--- src/rtl/sf_match_pkg.sv ---
// Shared phase encodings, winner codes and small helpers for the match sequencer.
package sf_match_pkg;

    localparam int unsigned BCD_W = 4;

    typedef enum logic [2:0] {
        PH_IDLE       = 3'd0,
        PH_COUNTDOWN  = 3'd1,
        PH_FIGHT      = 3'd2,
        PH_ROUND_END  = 3'd3,
        PH_MATCH_OVER = 3'd4
    } phase_e;

    // Winner codes deliberately match the game core's finish encoding.
    typedef logic [1:0] winner_t;
    localparam winner_t WIN_NONE = 2'b00;
    localparam winner_t WIN_P1   = 2'b01;
    localparam winner_t WIN_P2   = 2'b11;
    localparam winner_t WIN_DRAW = 2'b10;

    function automatic logic [1:0] tally_inc(input logic [1:0] t);
        return (t == 2'd3) ? t : t + 2'd1;
    endfunction

    function automatic winner_t compare_winner(input logic [3:0] a, input logic [3:0] b);
        if (a > b) begin
            return WIN_P1;
        end
        if (b > a) begin
            return WIN_P2;
        end
        return WIN_DRAW;
    endfunction

endpackage

--- src/rtl/sec_tick_gen.sv ---
// One-second prescaler: single-cycle tick every SEC_CYCLES clocks, restartable by clear.
module sec_tick_gen #(
    parameter int unsigned SEC_CYCLES = 100_000_000
) (
    input  logic clk,
    input  logic reset,
    input  logic clear,
    output logic tick
);

    localparam int unsigned CNT_W = (SEC_CYCLES > 1) ? $clog2(SEC_CYCLES) : 1;
    localparam logic [CNT_W-1:0] LAST = CNT_W'(SEC_CYCLES - 1);

    logic [CNT_W-1:0] cnt_q;

    assign tick = (cnt_q == LAST);

    always_ff @(posedge clk or posedge reset) begin
        if (reset) begin
            cnt_q <= '0;
        end else if (clear || tick) begin
            cnt_q <= '0;
        end else begin
            cnt_q <= cnt_q + CNT_W'(1);
        end
    end

endmodule

--- src/rtl/match_controller.sv ---
// Round/match sequencer: countdown, BCD round timer, round resolution and best-of-N tally
// for the street-fighter core, with all overlay outputs registered.
module match_controller #(
    parameter int unsigned SEC_CYCLES    = 100_000_000,
    parameter int unsigned ROUND_SECONDS = 99,
    parameter int unsigned END_SECONDS   = 3,
    parameter int unsigned ROUNDS_TO_WIN = 2,
    parameter int unsigned MAX_ROUNDS    = 5
) (
    input  logic       clk,
    input  logic       reset,
    input  logic       start_btn,
    input  logic [1:0] finish,
    input  logic [3:0] p1_health,
    input  logic [3:0] p2_health,
    output logic       game_rst_n,
    output logic       freeze,
    output logic [2:0] phase,
    output logic [1:0] countdown,
    output logic [3:0] time_tens,
    output logic [3:0] time_ones,
    output logic [2:0] round_num,
    output logic [1:0] p1_rounds,
    output logic [1:0] p2_rounds,
    output logic [1:0] round_winner,
    output logic       match_over,
    output logic [1:0] match_winner
);

    import sf_match_pkg::*;

    localparam int unsigned END_W = (END_SECONDS > 1) ? $clog2(END_SECONDS) : 1;
    localparam logic [END_W-1:0] END_LAST = END_W'(END_SECONDS - 1);
    localparam logic [BCD_W-1:0] RS_TENS  = BCD_W'(ROUND_SECONDS / 10);
    localparam logic [BCD_W-1:0] RS_ONES  = BCD_W'(ROUND_SECONDS % 10);

    phase_e           state_q;
    logic             game_rst_n_q;
    logic             freeze_q;
    logic             match_over_q;
    logic [1:0]       countdown_q;
    logic [BCD_W-1:0] time_tens_q;
    logic [BCD_W-1:0] time_ones_q;
    logic [2:0]       round_num_q;
    logic [1:0]       p1_rounds_q;
    logic [1:0]       p2_rounds_q;
    winner_t          round_winner_q;
    winner_t          match_winner_q;
    logic [END_W-1:0] end_cnt_q;

    logic sync1_q, sync2_q, sync3_q, start_rise_q;
    logic tick;
    logic ko_p1_c, ko_p2_c, timeout_c, leave_c, match_done_c;
    winner_t health_winner_c;

    // Start button: two-flop synchroniser, then a registered rising-edge pulse.
    always_ff @(posedge clk or posedge reset) begin
        if (reset) begin
            sync1_q      <= 1'b0;
            sync2_q      <= 1'b0;
            sync3_q      <= 1'b0;
            start_rise_q <= 1'b0;
        end else begin
            sync1_q      <= start_btn;
            sync2_q      <= sync1_q;
            sync3_q      <= sync2_q;
            start_rise_q <= sync2_q & ~sync3_q;
        end
    end

    // Leave conditions per phase; also restarts the prescaler on every transition.
    always_comb begin
        ko_p1_c         = (finish == WIN_P1);
        ko_p2_c         = (finish == WIN_P2);
        timeout_c       = tick && (time_tens_q == '0) && (time_ones_q == BCD_W'(1));
        health_winner_c = compare_winner(p1_health, p2_health);
        match_done_c    = (p1_rounds_q == 2'(ROUNDS_TO_WIN))
                       || (p2_rounds_q == 2'(ROUNDS_TO_WIN))
                       || (round_num_q == 3'(MAX_ROUNDS));
        leave_c = 1'b0;
        case (state_q)
            PH_IDLE, PH_MATCH_OVER: leave_c = start_rise_q;
            PH_COUNTDOWN:           leave_c = tick && (countdown_q == 2'd1);
            PH_FIGHT:               leave_c = ko_p1_c || ko_p2_c || timeout_c;
            PH_ROUND_END:           leave_c = tick && (end_cnt_q == END_LAST);
            default:                leave_c = 1'b0;
        endcase
    end

    sec_tick_gen #(
        .SEC_CYCLES(SEC_CYCLES)
    ) u_tick (
        .clk  (clk),
        .reset(reset),
        .clear(leave_c),
        .tick (tick)
    );

    always_ff @(posedge clk or posedge reset) begin
        if (reset) begin
            state_q        <= PH_IDLE;
            game_rst_n_q   <= 1'b0;
            freeze_q       <= 1'b1;
            match_over_q   <= 1'b0;
            countdown_q    <= 2'd0;
            time_tens_q    <= '0;
            time_ones_q    <= '0;
            round_num_q    <= 3'd0;
            p1_rounds_q    <= 2'd0;
            p2_rounds_q    <= 2'd0;
            round_winner_q <= WIN_NONE;
            match_winner_q <= WIN_NONE;
            end_cnt_q      <= '0;
        end else begin
            case (state_q)
                PH_IDLE, PH_MATCH_OVER: begin
                    if (leave_c) begin
                        state_q        <= PH_COUNTDOWN;
                        game_rst_n_q   <= 1'b0;
                        freeze_q       <= 1'b1;
                        match_over_q   <= 1'b0;
                        p1_rounds_q    <= 2'd0;
                        p2_rounds_q    <= 2'd0;
                        round_winner_q <= WIN_NONE;
                        match_winner_q <= WIN_NONE;
                        round_num_q    <= 3'd1;
                        countdown_q    <= 2'd3;
                    end
                end
                PH_COUNTDOWN: begin
                    if (leave_c) begin
                        state_q        <= PH_FIGHT;
                        game_rst_n_q   <= 1'b1;
                        freeze_q       <= 1'b0;
                        countdown_q    <= 2'd0;
                        time_tens_q    <= RS_TENS;
                        time_ones_q    <= RS_ONES;
                        round_winner_q <= WIN_NONE;
                    end else if (tick) begin
                        countdown_q <= countdown_q - 2'd1;
                    end
                end
                PH_FIGHT: begin
                    // KO outranks the timer, even on the final tick.
                    if (ko_p1_c) begin
                        round_winner_q <= WIN_P1;
                        p1_rounds_q    <= tally_inc(p1_rounds_q);
                    end else if (ko_p2_c) begin
                        round_winner_q <= WIN_P2;
                        p2_rounds_q    <= tally_inc(p2_rounds_q);
                    end else if (timeout_c) begin
                        time_ones_q    <= '0;
                        round_winner_q <= health_winner_c;
                        if (health_winner_c == WIN_P1) begin
                            p1_rounds_q <= tally_inc(p1_rounds_q);
                        end else if (health_winner_c == WIN_P2) begin
                            p2_rounds_q <= tally_inc(p2_rounds_q);
                        end
                    end else if (tick) begin
                        if (time_ones_q == '0) begin
                            time_ones_q <= BCD_W'(9);
                            time_tens_q <= time_tens_q - BCD_W'(1);
                        end else begin
                            time_ones_q <= time_ones_q - BCD_W'(1);
                        end
                    end
                    if (leave_c) begin
                        state_q   <= PH_ROUND_END;
                        freeze_q  <= 1'b1;
                        end_cnt_q <= '0;
                    end
                end
                PH_ROUND_END: begin
                    if (leave_c) begin
                        if (match_done_c) begin
                            state_q        <= PH_MATCH_OVER;
                            match_over_q   <= 1'b1;
                            match_winner_q <= compare_winner(4'(p1_rounds_q), 4'(p2_rounds_q));
                        end else begin
                            state_q      <= PH_COUNTDOWN;
                            game_rst_n_q <= 1'b0;
                            round_num_q  <= round_num_q + 3'd1;
                            countdown_q  <= 2'd3;
                        end
                    end else if (tick) begin
                        end_cnt_q <= end_cnt_q + END_W'(1);
                    end
                end
                default: begin
                    state_q <= PH_IDLE;
                end
            endcase
        end
    end

    assign phase        = state_q;
    assign game_rst_n   = game_rst_n_q;
    assign freeze       = freeze_q;
    assign match_over   = match_over_q;
    assign countdown    = countdown_q;
    assign time_tens    = time_tens_q;
    assign time_ones    = time_ones_q;
    assign round_num    = round_num_q;
    assign p1_rounds    = p1_rounds_q;
    assign p2_rounds    = p2_rounds_q;
    assign round_winner = round_winner_q;
    assign match_winner = match_winner_q;

endmodule

--- config.mk ---
export PLATFORM = sky130hd
export DESIGN_NAME = match_controller
export DESIGN_NICKNAME = d
export VERILOG_FILES = /design/src/rtl/sf_match_pkg.sv /design/src/rtl/sec_tick_gen.sv /design/src/rtl/match_controller.sv
export SDC_FILE = /design/constraint.sdc
export NUM_CORES = 1
export LEC_CHECK = 0
export ABC_CLOCK_PERIOD_IN_PS = 2300
export CAP_MARGIN = 40
export CORE_UTILIZATION = 35
export DETAILED_ROUTE_END_ITERATION = 7
export PLACE_DENSITY = 0.66
export SKIP_LAST_GASP = 1
export SYNTH_ARGS = -nofsm -noshare
export SYNTH_HDL_FRONTEND = slang
export SYNTH_SLANG_ARGS = --single-unit
--- constraint.sdc ---
create_clock -name clk -period 2.3 [get_ports clk]
set_clock_uncertainty 0.1 [all_clocks]
set_input_delay 0.46 -clock clk [delete_from_list [all_inputs] [get_ports clk]]
set_output_delay 0.46 -clock clk [all_outputs]
set_load 0.05 [all_outputs]
Yosys cells after proc, flatten, opt, wreduce, memory -nomap -nowiden --
Index checks and enable logic that the tools add are counted.
Cells by class: add/subtract/negate cells 8, order comparisons 4, eq/ne operators 41, multiplexer cells 83, bitwise logic cells 2, reductions and logical operators 34
Operators with widths (count):
- two-way mux 2 bit | 32
- two-way mux 4 bit | 11
- adder 27 x 1 -> 27 bit, second input constant | 1
- == test 27 bit, second input constant | 1
- two-way mux 27 bit | 1
- two-way mux 3 bit | 7
- != test 3 bit, second input constant | 7
- case mux 2 bit (2 select lines) | 5
- AND reduction 5 bit | 4
- two-way mux 1 bit | 18
- != test 2 bit, second input constant | 9
- case mux 4 bit (2 select lines) | 2
- AND reduction 4 bit | 4
- == test 2 bit, second input constant | 7
- != test 2 x 1 -> 1 bit, second input constant | 6
- case mux 3 bit (4 select lines) | 1
- nonzero test 2 bit | 6
- greater-than comparator 4 bit | 2
- logical NOT 4 bit | 2
- subtractor 4 x 1 -> 4 bit, second input constant | 2
- AND reduction 7 bit | 1
- adder 2 x 1 -> 2 bit, second input constant | 3
- == test 2 x 1 -> 1 bit, second input constant | 3
- == test 3 x 2 -> 1 bit, second input constant | 2
- other kinds (23) | 35
Word-level totals: flip-flop bits (word level) 60

Logic depth before layout (Yosys ltp) --
Gate-level depths: netlist (run 1).
word-level depth 16, depth in mapped cells 9, gate-level depth less buffers 8

Hierarchy --
Synthesis (run 1) repeated with hierarchy kept, for this count alone.
Unflattened totals: cells, all modules 373, area total of the unflattened synthesis 3469.6 um2
By module, submodules not included:
- match_controller | instances 1, cells each 219, area each 2028.2 um2, sequential area each 827.0 um2
- sec_tick_gen | instances 1, cells each 154, area each 1441.4 um2, sequential area each 675.6 um2

Least setup slack after synthesis (run 1) --
No wires, ideal clock.
path type reg-to-reg, start point register time_tens_q[0] (netlist: time_tens[0]), end point register round_num_q[0] (netlist: round_num[0]), setup time 125 ps, data arrival time 2571 ps, required time 2075 ps, setup slack -496 ps, cell stages (with the launch flop) 9, buffers on the path 0, clock period less this slack 2796 ps, cells stage by stage dfrtp_1 inv_1 ha_1 nand2b_4 or4_4 o31a_1 o31a_4 or2_4 mux2_4
Between the ends: longest elaborated chain between the ends 7, elaborated cells between the ends (all ways) 8, classes of those cells 2 x eq/ne; 1 x mux; 5 x reduce/logical
Ends and longest elaborated chain:
- from (decl) | RTL line match_controller.sv:42 | logic [BCD_W-1:0] time_tens_q;
- from (signal assigned) | RTL line match_controller.sv:162 | time_tens_q <= time_tens_q - BCD_W'(1);
- logical NOT 4 bit * | RTL line match_controller.sv:75 | timeout_c = tick && (time_tens_q == '0) && (time_ones_q == BCD_W'(1));
- logical AND 1 bit * (2 in a row) | RTL line match_controller.sv:75
- logical OR 1 bit * | RTL line match_controller.sv:84 | PH_FIGHT: leave_c = ko_p1_c || ko_p2_c || timeout_c;
- case mux 1 bit (4 select lines) * | RTL line match_controller.sv:81 | case (state_q)
- != test 2 x 1 -> 1 bit (no line)
- AND reduction 4 bit (no line) *
- to (signal assigned) | RTL line match_controller.sv:182 | round_num_q <= round_num_q + 3'd1;
- to (decl) | RTL line match_controller.sv:44 | logic [2:0] round_num_q;
Mark *: on every way between the ends. The rest lies on a longest branch, timed or not. A chain may end at the register's enable or synchronous reset.

Worst setup path after layout (run 1) --
Ends and elaborated chain as after synthesis.

==> results of run 1 <==
critical path: stages (launching register included):
cell and delay [ns]:
dfrtp_2 0.41, inv_2 0.08, ha_4 0.15, nand2b_4 0.05, or4_4 0.50, o31a_1 0.28
o31a_4 0.32, or2_4 0.28, mux2_4 0.29
Yosys cell counts, drive strengths merged, types with 3 or more instances:
cell type,number
nor4b,3
xor2,14
nor3,13
inv,20
clkbuf,7
a21oi,17
xnor2,9
nor2,49
ha,18
o31a,3
o21ai,14
dfrtp,59
or2,4
and2,3
nor2b,3
nand2,20
o21a,3
nand4,10
nand2b,5
or3,5
and3,6
a211oi,3
nor4,4
nand3,18
mux2,5
layout by cell type (no fill, tap or decap), drive strengths merged, types with 3 or more instances in the layout:
master	instances
buf	71
dfrtp	59
nor2	49
clkdlybuf4s50	36
nand2	20
inv	20
nand3	18
ha	18
a21oi	17
clkbuf	15
xor2	14
o21ai	14
nor3	13
nand4	10
xnor2	9
and3	6
nand2b	5
or3	5
mux2	5
or2	4
nor4	4
and2	3
nor2b	3
o21a	3
nor4b	3
o31a	3
a211oi	3
layout make-up:
type	count	area share, %
multi-input cells	259	39.5
flip-flops and latches	60	31.8
repair buffers	108	20.1
clock buffers	15	3.50
well taps	111	2.92
inverters	20	1.58
clock inverters	1	0.632
routing by layer:
metal | wire (um) | vias up
met2 | 4120 | 61
met3 | 276 | 19
met5 | 0 | -
met1 | 3720 | 1453
met4 | 178 | 0
li1 | - | 1458
repair_timing:
| item | 4_1_cts | 5_1_grt |
|---|---|---|
| setup buffers | 6 | 4 |
| cloned | 0 | 0 |
| pin swaps | 6 | 9 |
| endpoints found under the setup margin | 27 | 29 |
| gates resized for setup | 30 | 17 |
power by group through the flow:
stage	Clock (mW)	Sequential, mW	Combinational (mW)
floorplan	0	1.39	0.315
global placement	0	1.26	0.732
detailed placement	0	1.27	0.746
CTS	0.979	1.25	0.820
global route	1.02	1.27	0.940
finish	0.965	1.25	0.867
per-stage QoR:
step                      cell area [um^2]  total power [mW]  setup TNS (ns)  worst slack, ns
after global placement                4300              1.99           -5.00           -0.546
final                                 4750              3.08           -3.76           -0.262
after CTS                             4640              3.05           -3.47           -0.261
after global routing                  4750              3.23           -5.74           -0.317
after detailed placement              4300              2.01           -5.43           -0.572
after floorplan                       3330              1.70           -2.26           -0.345
path summary, 6_finish.rpt:
path                               from         endpoint  slack (ns)  depth (start not counted)
max in group asynchronous         reset           freeze        1.39                          3
min reg2reg                     sync1_q          sync2_q        0.25                          0
max                        time_tens[0]     round_num[0]       -0.26                          8
max reg2reg                time_tens[0]     round_num[0]       -0.26                          8
min in group asynchronous         reset  u_tick.cnt_q[3]        0.39                          3
min                             sync1_q          sync2_q        0.25                          0
registers in the layout (all words and copies together), names as in the netlist, 3 cells and up:
register,flops
round_num,3
phase,3
time_tens,4
time_ones,4
u_tick.cnt_q,27
kinds of logic after synthesis:
kind of cell	share of synthesized area (%)
buffers and inverters	3.21
adders and majority gates	6.80
and+or+nand+nor	24.5
DFF	45.4
xor gates and xnor gates	6.08
AOI/OAI and AO/OA	12.2
muxes	1.81
==> results.tsv, run 1 <==
stage	metric	value	unit
synthesis	synthTopCellsByArea	dfrtp_1, ha_1, nor2_1	
pwr	sw_frac_of_total	32.9	%
outcome	violations	setup timing	
clocking	clkSinkCount	60	
pwr	p_comb_share	28.1	%
synthesis	synth_top_area_share	44.6	%
clocking	holdBufCountCts	0	
synthesis	netlist_area	3310	um^2
synthesis	synth_area_leader_cell	dfrtp_1	
pwr	seq_power_share	40.6	%
global_routing	grt_pass1_wl	13900	um
final_layout	utilization	51.6	%
pwr	p_sw	1.01	mW
global_routing	first_global_vias	2996	
global_routing	use_met2	30.6	%
placed_design	place_hpwl	5730	um
synthesis	avgSynthCellArea	9.54	um^2
global_routing	grt_use_met1	21.4	%
synthesis	ys_types	60	
final_layout	fin_cells	574	
sta	rsz0062_at_grt	true	
final_layout	syn_to_final_growth	43.5	%
pwr	pwr-share-clk	31.3	%
clocking	clock_latency	0.35	ns
sta	fin_ws	-0.262	ns
final_layout	antenna_cells	0	
routing	wl_per_cell	14.4	um
global_routing	grt_max_degree	61	
die	start_util	36.0	%
global_routing	antenna_found_initial	0	
global_routing	busiest_layer	met2	
synthesis	syn_inst	347	
sta	hold_viol	0	
routing	dr.pass1.iters	4	
placed_design	gp_congestion	0.842	
sta	setup_viol	26	
routing	num_vias	2991	
worst_setup_path	critPathKind	reg -> reg	
routing	routed_via_density	5.21	
synthesis	synth-main-ff-cell	dfrtp_1	
pwr	p_leak	2.16	nW
global_routing	grt_use_total	17.8	%
routing	drc	0	
die	row_count	35	
routing	routed_wl	8290	um
worst_setup_path	critPathLaunchType	flop	
final_layout	fin_nets	489	
sta	period_needed	2.56	ns
final_layout	multi_input_area	1880	um^2
clocking	cts_tree	built	
final_layout	seqCellArea	1510	um^2
outcome	status	finished, violations left	
clocking	cts_buffer_depth	2	
synthesis	synth-async-reset-ratio	100	%
sta	slew_headroom	65.9	%
routing	postRouteAntennaNets	0	
global_routing	use_met3	3.79	%
global_routing	overflow	0	
synthesis	ys_ff_latch	60	
clocking	htreeDepth	3	
sta	fmax	390	MHz
clocking	clk_pin_slew	0.06	ns
routing	drtIter0Drc	110	
worst_setup_path	crit_path_end_kind	flop	
synthesis	seq_area_frac_synth	45.4	%
clocking	root_buffer	clkbuf_8	
worst_setup_path	cp.required	2.43	ns
sta	period_share	111	%
die	die_y	99.3	um
synthesis	syn_nets	378	
placed_design	dp_cells	549	
final_layout	fill_cells	860	
die	die_area	9850	um^2
sta	report.final.slew_viol_count	0	
job	drv_cap	0	
die	io_pins	40	
pwr	p_int	2.07	mW
sta	worstMarginPinSlew	0.510	ns
min_path	min_path_type	reg -> reg	
clocking	cts_made_buffers	9	
sta	hold_slack	0.252	ns
synthesis	synth_warnings	0	
worst_setup_path	crit_fanout	6	
die	core_area	9200	um^2
placed_design	io_buffer_count	39	
pwr	ir_worst_vdd	0.413	mV
pwr	p_per_area	649	nW/um^2
final_layout	drive_above_1_share	29.2	%
synthesis	synth_edf_count	0	
worst_setup_path	arrival	2.69	ns
die	die_w	99.3	um
No activity file was read; power rests on OpenSTA's default activity.
==> inputs of run 2 (changes only) <==
SETUP_SLACK_MARGIN = 0.05   (was default)
==> results.tsv, run 2 (synthesis results as in run 1) <==
stage	metric	value	unit
outcome	status	finished, violations left	
outcome	violations	setup timing	
final_layout	final_cell_mix	buf_4, dfrtp_1, nor2_1	
placed_design	pre_cts_ws	-0.665	ns
clocking	root_buffer	clkbuf_8	
sta	fin_ws	-0.271	ns
die	start_util	36.0	%
clocking	cts_tree	built	
pwr	p_leak	2.17	nW
job	drv_cap	0	
clocking	htreeDepth	3	
worst_setup_path	cp.required	2.42	ns
sta	worstMarginPinSlew	0.531	ns
routing	num_vias	2946	
sta	rsz0062_at_grt	true	
final_layout	drive_above_1_share	28.9	%
final_layout	final_area	4720	um^2
pwr	p_per_area	640	nW/um^2
worst_setup_path	arrival	2.69	ns
sta	report.final.slew_viol_count	0	
worst_setup_path	crit_path_end_kind	flop	
routing	routed_wl	8060	um
placed_design	placed_cell_area	4330	um^2
die	die_y	99.3	um
global_routing	antenna_found_initial	0	
clocking	clkSinkCount	60	
min_path	min_path_type	reg -> reg	
routing	drc	0	
global_routing	overflow	0	
min_path	hold_depth	0	
global_routing	grt_max_degree	61	
sta	hold_viol	0	
die	row_count	35	
routing	wl_per_cell	14.0	um
worst_setup_path	reg2regPathDepth	8	
sta	period_needed	2.57	ns
final_layout	mostFrequentLayoutCell	buf_4	
clocking	clk_pin_slew	0.07	ns
clocking	cts_buffer_depth	2	
die	die_w	99.3	um
final_layout	fin_nets	490	
routing	routed_via_density	5.12	
die	die_area	9850	um^2
worst_setup_path	crit_fanout	6	
die	core_area	9200	um^2
worst_setup_path	critPathLaunchType	flop	
worst_setup_path	critPathKind	reg -> reg	
global_routing	grt_pass1_wl	13800	um
placed_design	gp_congestion	0.811	
placed_design	place_hpwl	5790	um
final_layout	largest_reg_flops	27	
sta	period_share	112	%
sta	setup_viol	26	
pwr	ir_worst_vdd	0.391	mV
clocking	cts_made_buffers	9	
global_routing	grt_use_total	17.7	%
final_layout	antenna_cells	0	
routing	postRouteAntennaNets	0	
routing	dr.pass1.iters	4	
placed_design	io_buffer_count	39	
final_layout	largest_register	u_tick.cnt_q	
routing	drtIter0Drc	103	
die	io_pins	40	
pwr	total_power	3.02	mW
global_routing	first_global_vias	3123	
clocking	clock_latency	0.34	ns
sta	slew_headroom	64.5	%
sta	fmax	389	MHz
final_layout	syn_to_final_growth	42.7	%
-- run 2: path summary, 6_finish.rpt --
check,from,to,slack [ns]
max reg2reg,time_tens[0],round_num[0],-0.27
max in group asynchronous,reset,freeze,1.39
min in group asynchronous,reset,u_tick.cnt_q[2],0.39
min,sync1_q,sync2_q,0.26
max,time_tens[0],round_num[0],-0.27
min reg2reg,sync1_q,sync2_q,0.26
-- run 2: area by class of cell --
class	instances	area, um^2
Multi-Input combinational cell	259	1870
Fill cell	834	4470
Clock buffer	14	153
Inverter	20	75.1
Tap cell	111	139
Clock inverter	2	35.0
Sequential cell	60	1510
Timing Repair Buffer	109	947
-- run 2: stage by stage --
step                util [%]  hold WS (ns)  instances  setup TNS, ns
global placement        47.0         0.239        553          -5.03
floorplan                  -         0.231        347          -2.26
finish                  51.4         0.257        575          -3.63
global route            51.4         0.261        575          -5.80
detailed placement      47.0         0.246        553          -5.54
CTS                     50.2         0.261        572          -3.94
-- run 2: per-layer routing --
| layer | vias up | global-route usage, % | wire length, um |
|---|---|---|---|
| li1 | 1459 | - | - |
| met1 | 1435 | 20.9 | 3600 |
| met2 | 44 | 31.2 | 4100 |
| met3 | 8 | 3.58 | 247 |
| met4 | 0 | 7.92 | 105 |
| met5 | - | 0 | 0 |
-- run 2: critical path: stages, from the launching register on --
cell and delay [ns]:
dfrtp_2 0.41, inv_2 0.08, ha_4 0.15, nand2b_4 0.05
or4_4 0.50, o31a_1 0.28, o31a_4 0.32, or2_4 0.28
mux2_4 0.29
-- run 2: where the power goes --
part	switching, mW	internal [mW]	total [mW]
sequential	0.0884	1.15	1.23
combinational	0.501	0.363	0.864
clock	0.394	0.530	0.925
total	0.983	2.04	3.02
-- run 2: timing repair --
item                                    4_1_cts  5_1_grt
hold buffers                                  0        0
setup buffers                                 4        3
pin swaps                                     4        6
endpoints found under the hold margin         0        0
gates resized for setup                      20       19
endpoints found under the setup margin       27       56
==> inputs of run 3 (changes only) <==
ABC_AREA = 1   (was default)
==> results.tsv, run 3 <==
stage	metric	value	unit
outcome	status	complete, no violations	
pwr	p_int	2.95	mW
worst_setup_path	path_cells	clkdlybuf4s50_1	
pwr	p_per_area	1160	nW/um^2
routing	routed_via_density	4.76	
die	row_count	36	
synthesis	synth-main-ff-cell	dfrtp_1	
die	die_w	104	um
synthesis	synth_most_common_cell	nand2_1	
die	die_area	10700	um^2
sta	hold_viol	0	
final_layout	drive_above_1_share	16.6	%
synthesis	ys_types	36	
clocking	htreeDepth	3	
synthesis	avgSynthCellArea	7.64	um^2
routing	postRouteAntennaNets	0	
die	io_pins	40	
synthesis	synthSimpleGateAreaFrac	33.5	%
global_routing	grt_use_total	16.3	%
worst_setup_path	critPathLaunchType	flop	
synthesis	synth-async-reset-ratio	100	%
sta	setup_viol	0	
synthesis	synthTopCellsByArea	dfrtp_1, nand2_1, nor2_1	
placed_design	io_buffer_count	39	
worst_setup_path	crit_path_top_delay_cell	clkdlybuf4s50_1	
die	die_y	104	um
sta	worstMarginPinSlew	0.558	ns
routing	dr.pass1.iters	4	
min_path	min_from	sync1_q	
min_path	hold_depth	0	
final_layout	fin_nets	575	
clocking	clock_latency	0.34	ns
placed_design	pre_cts_ws	-0.196	ns
global_routing	first_global_vias	3076	
sta	fin_ws	0.0733	ns
worst_setup_path	critical-path-max-stage-delay	0.86	ns
synthesis	synth_edf_count	0	
routing	wl_per_cell	12.4	um
synthesis	synth_top_family_by_area	simple AND/OR/NAND/NOR gates	
worst_setup_path	r2r_end	u_tick.cnt_q[25]	
sta	rsz0062_at_grt	true	
pwr	p_leak	2.18	nW
job	drv_cap	0	
clocking	root_buffer	clkbuf_8	
global_routing	overflow	0	
worst_setup_path	critPathTopFamily	buffers and inverters	
synthesis	synth_common_cells	nand2_1, nor2_1, dfrtp_1	
synthesis	synth_compound_area_share	8.03	%
global_routing	grt_use_met1	21.5	%
worst_setup_path	ff2ff_setup_slack	0.19	ns
worst_setup_path	cp.required	1.74	ns
synthesis	synth-xor-area-share	3.15	%
placed_design	gp_congestion	0.852	
synthesis	synth_top_area_share	40.9	%
synthesis	netlist_area	3610	um^2
synthesis	yosys.area_share.adder	6.23	%
routing	drtIter0Drc	126	
global_routing	antenna_found_initial	0	
clocking	clkSinkCount	60	
die	start_util	36.5	%
routing	drc	0	
worst_setup_path	crit_fanout	6	
synthesis	synth_area_leader_cell	dfrtp_1	
clocking	holdBufCountCts	0	
sta	period_share	96.8	%
min_path	hold_end	sync2_q	
final_layout	largest_register	u_tick.cnt_q	
clocking	cts_buffer_depth	2	
pwr	pwr-share-clk	19.8	%
sta	fmax	449	MHz
routing	num_vias	3249	
worst_setup_path	r2r_start	u_tick.cnt_q[0]	
pwr	p_comb_share	51.8	%
final_layout	mostFrequentLayoutCell	nand2_1	
clocking	cts_tree	built	
global_routing	grt_max_degree	20	
global_routing	grt_pass1_wl	14200	um
global_routing	use_met2	25.9	%
worst_setup_path	arrival	1.67	ns
pwr	ir_worst_vdd	0.677	mV
pwr	seq_power_share	28.4	%
worst_setup_path	reg2regPathDepth	12	
clocking	cts_made_buffers	9	
final_layout	final_cell_mix	nand2_1, nor2_1, dfrtp_1	
global_routing	busiest_layer	met2	
synthesis	syn_nets	504	
sta	period_needed	2.23	ns
clocking	clk_pin_slew	0.07	ns
final_layout	antenna_cells	0	
synthesis	syn_inst	473	
global_routing	use_met3	3.08	%
synthesis	ys_ff_latch	60	
sta	slew_headroom	62.6	%
worst_setup_path	critPathKind	reg -> out	
worst_setup_path	crit_buf_inv	1	
routing	routed_wl	8440	um
worst_setup_path	crit_path_end_kind	primary output	
synthesis	synth_warnings	0	
min_path	min_path_type	reg -> reg	
final_layout	utilization	47.3	%
placed_design	place_hpwl	6260	um
final_layout	syn_to_final_growth	29.8	%
pwr	p_sw	2.52	mW
sta	report.final.slew_viol_count	0	
pwr	sw_frac_of_total	46.1	%
final_layout	largest_reg_flops	27	
synthesis	seq_area_frac_synth	41.6	%
synthesis	synth_mux_area_share	0	%
die	core_area	9910	um^2
-- run 3: per-stage QoR --
| stage | std cells | hold WS, ns | TNS [ns] | power (mW) | instance area, um^2 |
|---|---|---|---|---|---|
| 6_report | 682 | 0.261 | 0 | 5.46 | 4690 |
| 5_1_grt | 682 | 0.270 | -0.00428 | 5.86 | 4690 |
| 3_3_place_gp | 656 | 0.237 | -0.318 | 4.18 | 4280 |
| 2_1_floorplan | 473 | 0.231 | 0 | 3.41 | 3610 |
| 4_1_cts | 672 | 0.270 | 0 | 5.32 | 4500 |
| 3_5_place_dp | 656 | 0.250 | -0.599 | 4.23 | 4280 |
-- run 3: worst max path at each step --
stage                          from                to  depth (start not counted)
CTS                    time_ones[2]      time_ones[2]                          1
detailed placement     p1_health[2]      p1_rounds[1]                         13
global placement       p1_health[2]      p1_rounds[0]                         13
global route        u_tick.cnt_q[0]  u_tick.cnt_q[25]                         12
finish                 time_tens[3]      time_tens[3]                          1
floorplan              time_tens[0]      time_ones[2]                         11
-- run 3: power by group through the flow --
stage | Clock, mW | Combinational, mW | Sequential [mW]
3_5_place_dp | 0 | 2.67 | 1.56
3_3_place_gp | 0 | 2.63 | 1.55
5_1_grt | 1.14 | 3.11 | 1.60
4_1_cts | 1.10 | 2.68 | 1.54
2_1_floorplan | 0 | 1.28 | 2.13
6_report | 1.08 | 2.83 | 1.55
-- run 3: layout make-up --
type                       instances  area (um^2)
tap                              133          166
timing repair buffer              64          619
fill                             975         5220
clock inverter                     6         87.6
sequential                        60         1500
clock buffer                      10          138
inverter                          65          246
multi-input combinational        344         1930
-- run 3: what timing repair did --
action                     CTS  global route
setup endpoints to repair    1            55
gates cloned                 0             1
pin swaps                    0            12
gates resized for setup      1            28
buffers inserted             0             9
-- run 3: per-layer routing --
| layer | part of all wire [%] | vias up |
|---|---|---|
| met5 | 0 | - |
| li1 | - | 1675 |
| met1 | 48 | 1505 |
| met3 | 3.6 | 11 |
| met4 | 1.7 | 0 |
| met2 | 47 | 58 |
-- run 3: cells by family after synthesis --
kind of cell,count (synthesis)
and+or+nand+nor,258
xor gates and xnor gates,13
adders and majority gates,18
DFF,60
buffers and inverters,70
AOI/OAI and AO/OA,54
